`src/rtl/axi_stream_pkg.sv`:
```
// Shared types for the AXI-Stream skid buffer: control state encoding and the
// width of the packed payload vector.
package axi_stream_pkg;

  typedef enum logic [1:0] {
    EMPTY = 2'd0,
    ONE   = 2'd1,
    TWO   = 2'd2
  } skid_state_e;

  // Payload is {tdata, tstrb, tkeep, tlast, tid, tdest, tuser}.
  function automatic int payload_width(input int byte_width, input int id_width,
                                       input int dest_width, input int user_width);
    return 8 * byte_width + byte_width + byte_width + 1 + id_width + dest_width + user_width;
  endfunction

endpackage

```
`src/rtl/axi_stream_skid_buffer.sv`:
```
// Full-throughput AXI-Stream register slice: output register plus one skid
// register, so both tready and tvalid/payload are driven from flops.
//
//   state | meaning
//   EMPTY | no beat held; m_tvalid=0, s_tready=1
//   ONE   | beat in output reg; m_tvalid=1, s_tready=1
//   TWO   | output and skid regs full; m_tvalid=1, s_tready=0
module axi_stream_skid_buffer
  import axi_stream_pkg::*;
#(
  parameter int byte_width = 4,
  parameter int id_width   = 1,
  parameter int dest_width = 1,
  parameter int user_width = 1
) (
  input  logic                    clk,
  input  logic                    resetn,

  input  logic                    s_tvalid,
  output logic                    s_tready,
  input  logic [8*byte_width-1:0] s_tdata,
  input  logic [byte_width-1:0]   s_tstrb,
  input  logic [byte_width-1:0]   s_tkeep,
  input  logic                    s_tlast,
  input  logic [id_width-1:0]     s_tid,
  input  logic [dest_width-1:0]   s_tdest,
  input  logic [user_width-1:0]   s_tuser,

  output logic                    m_tvalid,
  input  logic                    m_tready,
  output logic [8*byte_width-1:0] m_tdata,
  output logic [byte_width-1:0]   m_tstrb,
  output logic [byte_width-1:0]   m_tkeep,
  output logic                    m_tlast,
  output logic [id_width-1:0]     m_tid,
  output logic [dest_width-1:0]   m_tdest,
  output logic [user_width-1:0]   m_tuser
);

  localparam int PW = payload_width(byte_width, id_width, dest_width, user_width);

  skid_state_e   state_q, state_d;
  logic          m_tvalid_q;
  logic          s_tready_q;
  logic [PW-1:0] s_payload;
  logic [PW-1:0] out_q;
  logic [PW-1:0] skid_q;
  logic          acc;
  logic          drn;
  logic          load_out_s;
  logic          load_out_skid;
  logic          load_skid;

  assign s_payload = {s_tdata, s_tstrb, s_tkeep, s_tlast, s_tid, s_tdest, s_tuser};

  assign acc = s_tvalid & s_tready_q;
  assign drn = m_tvalid_q & m_tready;

  always_comb begin
    state_d       = state_q;
    load_out_s    = 1'b0;
    load_out_skid = 1'b0;
    load_skid     = 1'b0;
    unique case (state_q)
      EMPTY: begin
        if (acc) begin
          state_d    = ONE;
          load_out_s = 1'b1;
        end
      end
      ONE: begin
        if (acc && drn) begin
          load_out_s = 1'b1;
        end else if (acc) begin
          state_d   = TWO;
          load_skid = 1'b1;
        end else if (drn) begin
          state_d = EMPTY;
        end
      end
      TWO: begin
        if (drn) begin
          state_d       = ONE;
          load_out_skid = 1'b1;
        end
      end
      default: state_d = EMPTY;
    endcase
  end

  // Handshake flags are re-derived from the next state so neither output
  // ever depends combinationally on the opposite side.
  always_ff @(posedge clk) begin
    if (!resetn) begin
      state_q    <= EMPTY;
      m_tvalid_q <= 1'b0;
      s_tready_q <= 1'b0;
    end else begin
      state_q    <= state_d;
      m_tvalid_q <= (state_d != EMPTY);
      s_tready_q <= (state_d != TWO);
    end
  end

  // Payload registers carry no reset; their content is qualified by m_tvalid.
  always_ff @(posedge clk) begin
    if (load_out_s) begin
      out_q <= s_payload;
    end else if (load_out_skid) begin
      out_q <= skid_q;
    end
    if (load_skid) begin
      skid_q <= s_payload;
    end
  end

  assign s_tready = s_tready_q;
  assign m_tvalid = m_tvalid_q;
  assign {m_tdata, m_tstrb, m_tkeep, m_tlast, m_tid, m_tdest, m_tuser} = out_q;

endmodule

```
`config.mk`:
```
export PLATFORM = sky130hd
export DESIGN_NAME = axi_stream_skid_buffer
export DESIGN_NICKNAME = d
export VERILOG_FILES = /design/src/rtl/axi_stream_pkg.sv /design/src/rtl/axi_stream_skid_buffer.sv
export SDC_FILE = /design/constraint.sdc
export NUM_CORES = 1
export LEC_CHECK = 0
export CAP_MARGIN = 20
export CORE_MARGIN = 2
export CORE_UTILIZATION = 51
export CTS_CLUSTER_DIAMETER = 30
export DETAILED_ROUTE_END_ITERATION = 12
export PLACE_DENSITY_LB_ADDON = 0.15
export SYNTH_ARGS = -nofsm -noshare
export SYNTH_HDL_FRONTEND = slang
export SYNTH_SLANG_ARGS = --single-unit
```
`constraint.sdc`:
```
create_clock -name clk -period 10.99 [get_ports clk]
set_clock_uncertainty 0.2 [all_clocks]
set_input_delay 2.198 -clock clk [delete_from_list [all_inputs] [get_ports clk]]
set_output_delay 2.198 -clock clk [all_outputs]
set_load 0.03 [all_outputs]
```
==> results <==
- The flow ran to the end, and the final reports show no timing, DRC or antenna violations.
- The worst reg2reg path endpoint is out_q[7].
- Hold timing on the final database bottoms out at a slack of about 330 ps.
- The share of layout cells above drive strength 1 is 0.2008.
- The most critical setup path has its startpoint at m_tready.
- The number of antenna violations at the first check in global routing is 0.
- Across all layers, the routed design uses ~1800 vias.
- The first routing iteration left ~110 violations.
- The number of diodes added for antenna fixing is 0.
- The endpoint class of the critical path is a flip-flop.
- The area growth from synthesis to layout is 34.66%.
- From bottom edge to top edge, the die measures roughly 86 um.
- The via count of the first global-routing pass is around 1900.
- The placeable core region is between 6000 and 7000 sq um.
- Of the post-synthesis cell area, the dominant cell type holds 0.7705.
- Of the synthesized area, sequential elements account for 0.7939.
- The worst register-to-register path begins at s_tready.
- The worst setup path is launched from an input pin.
- In this run the tool buffered the top-level ports with 93 buffer cells.
- After detailed routing, the number of vias per cell comes to around 5.1.
- The boundary pin count is 94.
- The global-route wire length before repair is just over 9 mm.
- OpenSTA, run right after detailed placement, puts the worst setup slack at 5508 ps.
- The H-tree was split into 3 levels.
- The total track usage is 0.1700.
- The worst slew slack as a fraction of its limit is 0.4889.
- The max-capacitance violation count is 0.
- Entering global routing, the biggest net connects 45 pins.
- The library cell contributing the largest single delay on the critical path is sky130_fd_sc_hd__a211oi_4.
- During synthesis, Yosys emitted a total of 0 warnings.
- Setup violations remaining at the end of the flow were counted as 0.
- The area of the mapped netlist is 3430 sq um.
- The maximum clock frequency is 196.5 MHz.
- The area occupied by multi-input gates is approximately 670 sq um.
- The most instantiated library cell after synthesis is sky130_fd_sc_hd__edfxtp_1.
- TritonCTS built the clock tree.
- No sink is reached through more buffers than the 2 on the longest clock path.
- The smallest clock period supported by the final layout is computed as between 5000 and 6000 ps.
- In this run the core area contains 29 standard-cell rows.
- The total of hold buffers inserted after clock tree synthesis is 0.
- The number of failing hold endpoints at the final stage was 0.
- Averaged over all synthesized cells, the footprint is 21.71 sq um.
- The leading register cell type out of synthesis is sky130_fd_sc_hd__edfxtp_1.
- The leakage power is 1.545 nW.
- Synthesis produced a netlist with a net count of around 210.
- The worst hold path belongs to the class flip-flop to flip-flop.
- The cell type with the highest aggregate area in the netlist is sky130_fd_sc_hd__edfxtp_1.
- The filler cell count in the final layout is 414.
- The master cell of the clock root buffer is sky130_fd_sc_hd__clkbuf_8.
- Yosys attributes the largest share of cell area to sky130_fd_sc_hd__edfxtp_1 (77%), sky130_fd_sc_hd__mux2_2 (8.2%), sky130_fd_sc_hd__mux2_4 (4.4%), sky130_fd_sc_hd__mux2_1 (3.0%), sky130_fd_sc_hd__dfxtp_1 (2.3%).
- In the final routed layout, each cell accounts on average for 17.20 um.
- The biggest cell delay along the critical path is between 700 and 800 ps.
- Across the VDD grid, the largest voltage drop is 103.6 uV.
- Setup total negative slack on the finished layout was measured at 0 ps.
- The first-pass iteration count of the detailed router is 4.
- The footprint of the flip-flops and latches is approximately 2700 sq um.
- The number of nets in the layout is about 300.
- In the synthesized netlist, the number of instances is about 160.
- The routability congestion estimate from global placement is approximately 0.71.
- Setup repair after global routing left no endpoint under its margin.
- The total die area is 7397 sq um.
- The timing endpoint of the critical path is out_q[7].
- After global routing the overflow that remains totals 0.
- The starting utilization of the core area is 0.5340.
- Sorting the synthesized cells by how often they occur yields sky130_fd_sc_hd__edfxtp_1 (88), sky130_fd_sc_hd__mux2_2 (25), sky130_fd_sc_hd__mux2_4 (10).
- The count of nets left with antenna violations once routing finished came out at 0.
- The total of flip-flops plus latches after synthesis is 92.
- Buffers inserted during clock tree synthesis total 9.
- The total count of max-transition violations in the final report was 0.
- Dividing the final minimum period by the clock period gives 0.4630.
- Along the worst path, the maximum fanout reaches 33.
- The required time of the worst setup path is 10790 ps.
- The number of gates resized after CTS is 0.
- In this run the register-to-register setup slack is a little under 8000 ps.
- The clock slew at the register clock pins of the worst setup and hold paths is about 70 ps.
- The share of synthesized flip-flops with an asynchronous set or reset is 0.
- The routed wire length is slightly below 6 mm.
- Traced cell by cell, the critical path runs through clkdlybuf4s50_1 -> nand2_2 -> a211oi_4 -> buf_4 -> o21bai_4 -> buf_4.
- The number of flops mapped to enable cells by yosys is 88.
- Yosys mapped the design onto 22 distinct sky130hd cell types.
- The cell count of the worst reg-to-reg path is 5.
- After detailed routing, the number of remaining DRC violations is 0.
- The post-CTS repair timing setup buffer count is 0.
- The power per unit of standard cell area is 151.7 nW/um^2.
- The path type of the worst setup path is input pin to flip-flop.
- The data arrival at the endpoint of the critical path is between 4000 and 5000 ps.
- Across all setup checks in the final design, the least slack found is ~6000 ps.
- The cell type with the highest occurrence count on the critical path is sky130_fd_sc_hd__buf_4.
- The worst-margin pin slew is 764.1 ps.
- For the worst-skew pair, the clock arrives at the later sink with an insertion delay of approximately 350 ps.
- Summed over all nets, the half-perimeter wirelength after detailed placement is roughly 3.8 mm.
- The width of the die is 86.01 um.
- The number of sinks driven by the clock tree is 92.
cells by family after synthesis:
logic type / Yosys count / share of synthesized area
flip-flops: 92 / 0.7939
AO/OA/AOI/OAI: 5 / 0.01459
buffers and inverters: 5 / 0.01459
multiplexers: 44 / 0.1554
AND/OR/NAND/NOR: 12 / 0.02153
metal layers:
metal	GRT usage	up-vias	share of wire
li1	-	830	-
met1	0.2158	853	0.43
met2	0.2678	63	0.50
met3	0.06641	5	0.061
met4	0.06061	0	0.0085
met5	0	-	0
flip-flops by register name, indices dropped and copies added (netlist names):
name      count
skid_q       44
out_q        44
s_tready      1
state_q       2
m_tvalid      1
through the flow:
step	cells	cell area, sq um	power [W]	utilization
floorplan	158	3430	0.0004629	-
detailed placement	326	4446	0.0005042	0.6922
CTS	341	4618	0.0007084	0.7191
global placement	326	4446	0.0005027	0.6922
finish	341	4618	0.0007008	0.7191
global route	341	4618	0.0007286	0.7191
layout make-up:
| class | count | share of cell area |
|---|---|---|
| Sequential cell | 92 | 0.5895 |
| Clock buffer | 11 | 0.02845 |
| Tap cell | 77 | 0.02086 |
| Timing Repair Buffer | 96 | 0.2064 |
| Multi-Input combinational cell | 61 | 0.1458 |
| Clock inverter | 4 | 0.008941 |
worst max-delay path, delay by kind of cell:
kind                   cells  cell delay [ps]
AND/OR/NAND/NOR            1              130
AO/OA/AOI/OAI              2             1040
buffers and inverters      3             1490
how the worst min path moves through the flow:
stage | start | slack [ps] | to | cells past startpoint
floorplan | skid_q[34] | 300 | out_q[34] | 1
global placement | skid_q[39] | 310 | out_q[39] | 1
detailed placement | skid_q[38] | 310 | out_q[38] | 1
CTS | skid_q[41] | 330 | out_q[41] | 1
global route | skid_q[40] | 350 | out_q[40] | 1
finish | skid_q[37] | 330 | out_q[37] | 1
report_power, final:
group | switching, W | internal [W] | total, W | leakage [nW]
sequential | 0.00000524 | 0.000401 | 0.000407 | 0.840
combinational | 0.0000440 | 0.0000451 | 0.0000891 | 0.619
clock | 0.000103 | 0.000102 | 0.000205 | 0.0859
cells in the final DEF (no fill, tap or decap), drive strengths merged:
master | synthesis | final
buf | 5 | 3
dfxtp | 4 | 4
and2 | 1 | 1
clkinv | 0 | 3
a21boi | 1 | 1
a221o | 1 | 1
clkbuf | 0 | 11
edfxtp | 88 | 88
nand4b | 1 | 1
nor2b | 1 | 1
o21bai | 1 | 1
and4 | 1 | 1
and3 | 1 | 1
o21ai | 1 | 1
nor3 | 1 | 1
nand4 | 1 | 1
clkdlybuf4s50 | 0 | 93
nand2 | 4 | 4
mux2 | 44 | 44
nand2b | 1 | 1
bufinv | 0 | 1
a211oi | 1 | 1
Note: power is estimated with default switching activity, not from simulation.
